### src/rtl/time_display_scan.sv
// Multiplexed 4-digit 7-segment scanner with per-frame snapshot, leading-zero blanking and error dash.
// Optional blink gating of Dig_En (driven by Wink) is built only when DISPLAY_BLINK_EN is defined.
module time_display_scan #(
  parameter int SCAN_DIV  = 1000,
  parameter int BLINK_DIV = 256
) (
  input  logic       Clk,
  input  logic       Rst,
  input  logic [3:0] A_Time_L,
  input  logic [3:0] A_Time_H,
  input  logic [3:0] B_Time_L,
  input  logic [3:0] B_Time_H,
  input  logic       A_Light,
  input  logic       B_Light,
  input  logic       Wink,
  output logic [6:0] Seg,
  output logic       Dp,
  output logic [3:0] Dig_En,
  output logic       Frame_Start,
  output logic       Bcd_Err
);

  localparam int PS_W = (SCAN_DIV > 1) ? $clog2(SCAN_DIV) : 1;
  localparam logic [PS_W-1:0] PS_LAST = PS_W'(SCAN_DIV - 1);

  function automatic logic [6:0] seg_decode(input logic [3:0] code);
    logic [6:0] seg;
    case (code)
      4'h0: seg = 7'h3F;
      4'h1: seg = 7'h06;
      4'h2: seg = 7'h5B;
      4'h3: seg = 7'h4F;
      4'h4: seg = 7'h66;
      4'h5: seg = 7'h6D;
      4'h6: seg = 7'h7D;
      4'h7: seg = 7'h07;
      4'h8: seg = 7'h7F;
      4'h9: seg = 7'h6F;
      4'hA, 4'hB, 4'hC, 4'hD, 4'hE: seg = 7'h40;
      default: seg = 7'h00;
    endcase
    return seg;
  endfunction

  function automatic logic is_bcd_err(input logic [3:0] code);
    return (code >= 4'hA) && (code <= 4'hE);
  endfunction

  logic [PS_W-1:0] prescale;
  logic [1:0]      slot;
  logic            load_pending;
  logic [17:0]     shadow_p0;
  logic            tick;
  logic            load;
  logic            vld_p0;
  logic            blink_on;

  assign tick   = (prescale == PS_LAST);
  assign load   = load_pending | (tick & (slot == 2'd3));
  assign vld_p0 = ~load_pending;

  // Stage 0: scan timing and frame snapshot
  always_ff @(posedge Clk or negedge Rst) begin
    if (!Rst) begin
      prescale     <= '0;
      slot         <= 2'd0;
      load_pending <= 1'b1;
      shadow_p0    <= '0;
    end else begin
      prescale <= tick ? '0 : prescale + 1'b1;
      if (tick) slot <= slot + 2'd1;
      if (load) begin
        shadow_p0    <= {B_Time_H, B_Time_L, A_Time_H, A_Time_L, B_Light, A_Light};
        load_pending <= 1'b0;
      end
    end
  end

  logic [3:0] code_p0;
  logic [6:0] seg_p0;
  logic       dp_p0;
  logic       err_p0;
  logic [3:0] dig_p0;

  always_comb begin
    code_p0 = shadow_p0[5:2];
    case (slot)
      2'd1:    code_p0 = shadow_p0[9:6];
      2'd2:    code_p0 = shadow_p0[13:10];
      2'd3:    code_p0 = shadow_p0[17:14];
      default: code_p0 = shadow_p0[5:2];
    endcase
    // Odd slots are tens digits: a zero there is a leading zero and stays dark.
    seg_p0 = (slot[0] && (code_p0 == 4'h0)) ? 7'h00 : seg_decode(code_p0);
    err_p0 = is_bcd_err(code_p0);
    dp_p0  = slot[1] ? shadow_p0[1] : shadow_p0[0];
    dig_p0 = 4'b0001 << slot;
  end

`ifdef DISPLAY_BLINK_EN
  localparam int FC_W = $clog2(BLINK_DIV + 1);
  localparam logic [FC_W-1:0] FC_LAST = FC_W'(BLINK_DIV - 1);

  logic [FC_W-1:0] frame_cnt;
  logic            phase;

  always_ff @(posedge Clk or negedge Rst) begin
    if (!Rst) begin
      frame_cnt <= '0;
      phase     <= 1'b1;
    end else if (!Wink) begin
      frame_cnt <= '0;
      phase     <= 1'b1;
    end else if (load) begin
      if (frame_cnt == FC_LAST) begin
        frame_cnt <= '0;
        phase     <= ~phase;
      end else begin
        frame_cnt <= frame_cnt + 1'b1;
      end
    end
  end

  // Live Wink lets a cleared request re-enable the digits on the very next edge.
  assign blink_on = ~Wink | phase;
`else
  logic unused_blink;
  assign unused_blink = Wink ^ (BLINK_DIV < 1);
  assign blink_on     = 1'b1;
`endif

  logic [6:0] seg_p1;
  logic       dp_p1;
  logic [3:0] dig_p1;
  logic       fs_p1;
  logic       err_p1;

  // Stage 1: registered display outputs
  always_ff @(posedge Clk or negedge Rst) begin
    if (!Rst) begin
      seg_p1 <= '0;
      dp_p1  <= 1'b0;
      dig_p1 <= '0;
      fs_p1  <= 1'b0;
      err_p1 <= 1'b0;
    end else begin
      seg_p1 <= vld_p0 ? seg_p0 : 7'h00;
      dp_p1  <= vld_p0 & dp_p0;
      dig_p1 <= vld_p0 ? (dig_p0 & {4{blink_on}}) : 4'b0000;
      err_p1 <= vld_p0 & err_p0;
      fs_p1  <= load;
    end
  end

  assign Seg         = seg_p1;
  assign Dp          = dp_p1;
  assign Dig_En      = dig_p1;
  assign Frame_Start = fs_p1;
  assign Bcd_Err     = err_p1;

endmodule
### config.mk
export PLATFORM = sky130hd
export DESIGN_NAME = time_display_scan
export DESIGN_NICKNAME = d
export VERILOG_FILES = /design/src/rtl/time_display_scan.sv
export SDC_FILE = /design/constraint.sdc
export NUM_CORES = 1
export LEC_CHECK = 0
export BUFFER_PORTS_ARGS = -buffer_cell sky130_fd_sc_hd__buf_2
export CAP_MARGIN = 40
export CORE_UTILIZATION = 40
export CTS_BUF_LIST = sky130_fd_sc_hd__clkbuf_4 sky130_fd_sc_hd__clkbuf_8
export DETAILED_ROUTE_END_ITERATION = 12
export MAX_ROUTING_LAYER = met4
export REMOVE_ABC_BUFFERS = 1
export SYNTH_ARGS = -nofsm -noshare
export SYNTH_HDL_FRONTEND = slang
export SYNTH_SLANG_ARGS = --single-unit
### constraint.sdc
create_clock -name Clk -period 2.09 [get_ports Clk]
set_input_delay 0.1045 -clock Clk [delete_from_list [all_inputs] [get_ports Clk]]
set_output_delay 0.1045 -clock Clk [all_outputs]
set_load 0.1 [all_outputs]
# ---- Yosys cells after proc, flatten, opt, wreduce, memory -nomap -nowiden
# Memory sizes are Yosys's and may differ from the RTL's.
# Index checks and enable logic that the tools add are counted.
dict set report totals {
  in_bits 21
  reg_bits 45
  rom_bits 112
  mem_count 1
}
dict set report classes {
  addsub 2
  shifts 1
  eq_ne 4
  order_cmp 2
  reduce_logical 3
  n_bitwise 5
  n_mux 6
}
# name depth width read_ports rd_ports_with_merged_regs write_ports line
set memory_table {}
lappend memory_table {{(name not given)} 16 7 1 0 0 28} ;# case (code)
# operator n
set op_table {}
lappend op_table {{$mux 7} 2}
lappend op_table {{$pmux 4 s3} 1}
lappend op_table {{$add 10x1->10 const B} 1}
lappend op_table {{$eq 10x10->1 const B} 1}
lappend op_table {{$mux 10} 1}
lappend op_table {{$eq 2x2->1 const B} 2}
lappend op_table {{$ge 4x4->1 const B} 1}
lappend op_table {{$le 4x4->1 const B} 1}
lappend op_table {{$logic_not 4->1} 1}
lappend op_table {{$mux 4} 1}
lappend op_table {{$shl 1x2->4 const A} 1}
lappend op_table {{$and 1x1->1} 3}
lappend op_table {{$add 2x1->2 const B} 1}
lappend op_table {{$eq 2x1->1 const B} 1}
lappend op_table {{$logic_and 1x1->1} 2}
lappend op_table {{$mux 1} 1}
lappend op_table {{$not 1->1} 1}
lappend op_table {{$or 1x1->1} 1}

# ---- Longest topological paths before layout
dict set report logic_depth {
  word_depth 6
  mapped_depth 9
  ltp_nobuf 9
}

# ---- Worst setup path after synthesis
# Ideal clock, no wire load.
dict set report synth_path {
  path_kind {register to register}
  startpoint {register slot[0]}
  endpoint {register seg_p1[0] (netlist: Seg[0])}
  required_ns 1.945
  stages_incl_launch_ff 10
  n_path_buf 0
  t_arrival_ns 2.032
  path_slack_ns -0.087
  period_less_slack_ns 2.177
  path_cell_list {dfrtp_1 -> inv_1 -> ha_1 -> a222oi_1 -> mux2i_1 -> inv_1 -> ha_1 -> nand2_1 -> o211ai_1 -> a22oi_1}
}
dict set report synth_via {
  elab_chain_cells 6
  word_cells_on_any_way 9
  cone_classes {eq/ne (3); mux (3); reduce/logical (2); memory (1)}
}
# item line
set synth_rtl {}
lappend synth_rtl {{start: declaration} 50} ;# logic [1:0] slot;
lappend synth_rtl {{start signal: assignment} 71} ;# if (tick) slot <= slot + 2'd1;
lappend synth_rtl {{parallel branches: the longest is 4 deep, another holds $mem_v2 16x7} -}
lappend synth_rtl {{$mux 7 (*)} 94} ;# seg_p0 = (slot[0] && (code_p0 == 4'h0)) ? 7'h00 : seg_decode(code_p0);
lappend synth_rtl {{$mux 7 (*)} 147} ;# seg_p1 <= vld_p0 ? seg_p0 : 7'h00;
lappend synth_rtl {{end signal: assignment} 147}
lappend synth_rtl {{end: declaration} 132} ;# logic [6:0] seg_p1;
# Every way passes the cells marked *.
# A chain may end at the register's enable or synchronous reset.

# ---- Worst setup path after layout
dict set report layout_path {
  startpoint {register slot[1]}
  endpoint {register seg_p1[6] (netlist: Seg[6])}
}
dict set report layout_via {
  elab_chain_cells 6
  word_cells_on_any_way 9
  cone_classes {eq/ne (3); mux (3); reduce/logical (2); memory (1)}
}
# item line
set layout_rtl {}
lappend layout_rtl {{$eq 2x2->1 / $eq 2x1->1 (equally long branches)} 87} ;# case (slot)
lappend layout_rtl {{$pmux 4 s3 (*)} 87}
lappend layout_rtl {{parallel branches: the longest is 2 deep, another holds $mem_v2 16x7} -}
lappend layout_rtl {{$mux 7 (*)} 94}
lappend layout_rtl {{$mux 7 (*)} 147}
# Marks and branches as above.

==> metrics <==
critical path launch point type=register; Setup Slack @ Placement=-0.0654 ns; layout cells sized above 1=0.481; max-capacitance violation count=0; via-per-instance ratio=approximately 4.8; min-delay worst type=in2reg; setup slack after layout=about 0.0099 ns; Post-Layout Inst Area=2750 um^2; proportion of netlist area held by the largest area contributor=0.524; critical setup path kind=reg2reg; filler instances=470; Core Rows=26; die area=5550 um^2; share of the yosys chip area belonging to registers=0.536; vias in the first global route=between 1,000 and 1,500; setup skew after layout=approximately 0.0074 ns; Worst Hold Slack=0.0342 ns; data required time of the worst path=~2.3 ns; total global routing overflow=0; DRC violations left=0; # H-tree levels=2; leakage power summed over all cells=1.30 nW; number of pins exceeding their max-slew limit in the final report=0; wire length per cell after detailed routing=~12 um; number of distinct library cells after synthesis=41; final core occ=0.541; number of antenna-violating nets in the routed design=0; reg2reg end=Seg[6]; result of the run=finished clean; root buffer selected by CTS=sky130_fd_sc_hd__clkbuf_8; fraction of synthesis flops using an asynchronous set or reset pin=1.00; cell count after synthesis=approximately 170; most instantiated flip-flop cell in the synthesis netlist=sky130_fd_sc_hd__dfrtp_1; Crit Reg-Reg Startpoint=slot[1]; critical path endpoint=Seg[6]; type of destination of the critical path=register; setup repair after global routing missed its margin=true; synthesized area=2100 um^2; number of cells in the design after placement=about 290; Min-Delay Path Depth=2; area of the core=between 5000 and 6000 um^2; top achievable clock speed=481 MHz; Final Hold Viols=0; maximum vdd ir drop=about 500 uV; TritonCTS clock tree=yes; count of buffers from port buffering=33; nets=approximately 260; Num CTS Buffers=5; violation count after the first detailed-routing iteration=42; largest delay contributor family on the critical path=compound AO/OA/AOI/OAI gates; first-pass GRT wire length=between 6000 and 7000 um; routed wire length=about 3800 um; final critical delay including setup and external delays=2.08 ns; worst path cell trace=ha_1 -> a222oi_1 -> mux2i_2 -> buf_4 -> buf_4 -> ha_1 -> a221oi_1; maximum number of pins on one net before global-route repair=20; critical path's largest stage delay=0.46 ns; start point of the critical path=slot[1]; Critical Path Fanout Max=4; iteration count of the initial detailed-routing pass=4; Final setup viols=0; routability congestion estimate from global placement=about 0.77; cells taking the most area after synthesis=sky130_fd_sc_hd__dfrtp_1, sky130_fd_sc_hd__ha_1, sky130_fd_sc_hd__mux2_4, sky130_fd_sc_hd__mux2_2, sky130_fd_sc_hd__inv_1; height of the chip=roughly 74 um; count of cells along the worst register-to-register path=7; Synthesis Warnings=0; WP depth=7; maximum number of buffers from clock root to sink=2; sequential cell area in the final layout=roughly 1100 um^2; latest clock arrival within the worst-skew pair=roughly 0.29 ns; Worst EP arrival=between 2 and 2.5 ns; Post-synth EDFFs=0; effective utilization at floorplan=0.414; die width=between 70 and 80 um; overall power=around 1.9 mW; initial antenna violation count=0; area taken by multi-input logic gates=about 1000 um^2; most area-hungry cell type in the Yosys netlist=sky130_fd_sc_hd__dfrtp_1; clock transition at the registers of the reported paths=about 0.080 ns; placement-stage cell area=2530 um^2; crit path buf inv count=2; DP HPWL=~2700 um; diode insertion count for antenna repair=0; GRT Total Usage=0.165; share of the clock period used by the worst path=0.995; clock sink total=45; total number of vias=1,443; Layout Area Growth over Synthesis=30.7%; Fin Setup TNS=0 ns; Post-Syn Area per Cell=roughly 13 um^2; final non-filler cell total=slightly above 300; number of placed I/O pins=35; cell area power density=about 700 nW/um^2; Max stage delay cell, worst path=sky130_fd_sc_hd__dfrtp_2; synthesized flop and latch total=45; setup slack, reg-to-reg=slightly below 0.01 ns
==> cells in the mapped netlist (all sizes together) (2+ instances only) <==
| cell | number |
|---|---|
| a21oi | 6 |
| a222oi | 3 |
| a22oi | 5 |
| buf | 2 |
| dfrtp | 44 |
| ha | 11 |
| inv | 11 |
| mux2 | 21 |
| mux2i | 4 |
| nand2 | 7 |
| nand3 | 3 |
| nand4 | 2 |
| nor2 | 9 |
| nor2b | 6 |
| nor3 | 2 |
| nor4 | 3 |
| o211ai | 2 |
| o21ai | 2 |
| xnor2 | 4 |
| xor2 | 3 |
==> worst min path at each step <==
stage / end / from / slack, ns
detailed placement: shadow_p0[8] / Rst / 0.07
finish: shadow_p0[13] / B_Time_L[3] / 0.03
global route: shadow_p0[8] / A_Time_H[2] / 0.02
global placement: shadow_p0[12] / Rst / 0.07
CTS: shadow_p0[6] / A_Time_H[0] / 0.03
floorplan: Bcd_Err / Rst / -0.19
==> area by class of cell <==
cell class | instances | area share
Multi-Input combinational cell | 106 | 0.363
Tap cell | 70 | 0.0319
Inverter | 12 | 0.0164
Timing Repair Buffer | 62 | 0.145
Clock buffer | 8 | 0.0332
Sequential cell | 45 | 0.411
==> cell families after synthesis <==
| kind of cell | count (synthesis) | share of synthesized area |
|---|---|---|
| simple gates | 35 | 0.0905 |
| other cells | 1 | 0.00178 |
| fa+ha+maj | 11 | 0.0655 |
| compound gates | 27 | 0.0964 |
| mux | 25 | 0.149 |
| xor+xnor | 7 | 0.0292 |
| buf+inv | 15 | 0.0309 |
| flops | 45 | 0.536 |
==> per-layer routing <==
| layer | wire length (um) | vias to the layer above | GRT usage | share of wire |
|---|---|---|---|---|
| met4 | 62 | 0 | 0.0755 | 0.016 |
| met3 | 121 | 5 | 0.0366 | 0.032 |
| li1 | - | 717 | - | - |
| met5 | 0 | - | - | 0 |
| met1 | 1730 | 696 | 0.201 | 0.46 |
| met2 | 1850 | 25 | 0.260 | 0.49 |
==> flip-flops by register name (all words and copies together), names as in the netlist <==
name and flops:
slot 2, shadow_p0 18, Dig_En 4, Seg 7, load_pending 1, prescale 10
Frame_Start 1, Bcd_Err 1, Dp 1
==> report_power, final <==
group	total, mW	switching, mW	internal [mW]	leakage [nW]
logic	0.415	0.267	0.148	0.701
registers	0.955	0.0278	0.927	0.553
clock network	0.546	0.269	0.277	0.0498
total	1.92	0.565	1.35	1.30
==> timing repair <==
action	in CTS	in global routing
endpoints found under the setup margin	8	8
hold buffers	1	0
gates resized for setup	4	18
hold endpoints to repair	16	0
buffers inserted	2	1
pin swaps	2	5
==> placed cells by master (no fill, tap or decap), drive strengths merged, types with 2 or more instances in the layout <==
| master | n |
|---|---|
| clkbuf | 8 |
| nor3 | 2 |
| nor2 | 9 |
| inv | 12 |
| mux2i | 4 |
| a222oi | 3 |
| nor2b | 6 |
| dfrtp | 44 |
| nand2 | 7 |
| buf | 61 |
| ha | 11 |
| xor2 | 3 |
| nand3 | 3 |
| nor4 | 3 |
| mux2 | 21 |
| o211ai | 2 |
| a21oi | 6 |
| xnor2 | 4 |
| nand4 | 2 |
| o21ai | 2 |
| a22oi | 5 |
==> worst reg2reg max path, stage by stage (launching register included) <==
cell,delay (ns)
sky130_fd_sc_hd__dfrtp_2,0.46
sky130_fd_sc_hd__ha_1,0.27
sky130_fd_sc_hd__a222oi_1,0.30
sky130_fd_sc_hd__mux2i_2,0.13
sky130_fd_sc_hd__buf_4,0.17
sky130_fd_sc_hd__buf_4,0.14
sky130_fd_sc_hd__ha_1,0.21
sky130_fd_sc_hd__a221oi_1,0.29
Note: power is estimated with default switching activity, not from simulation.
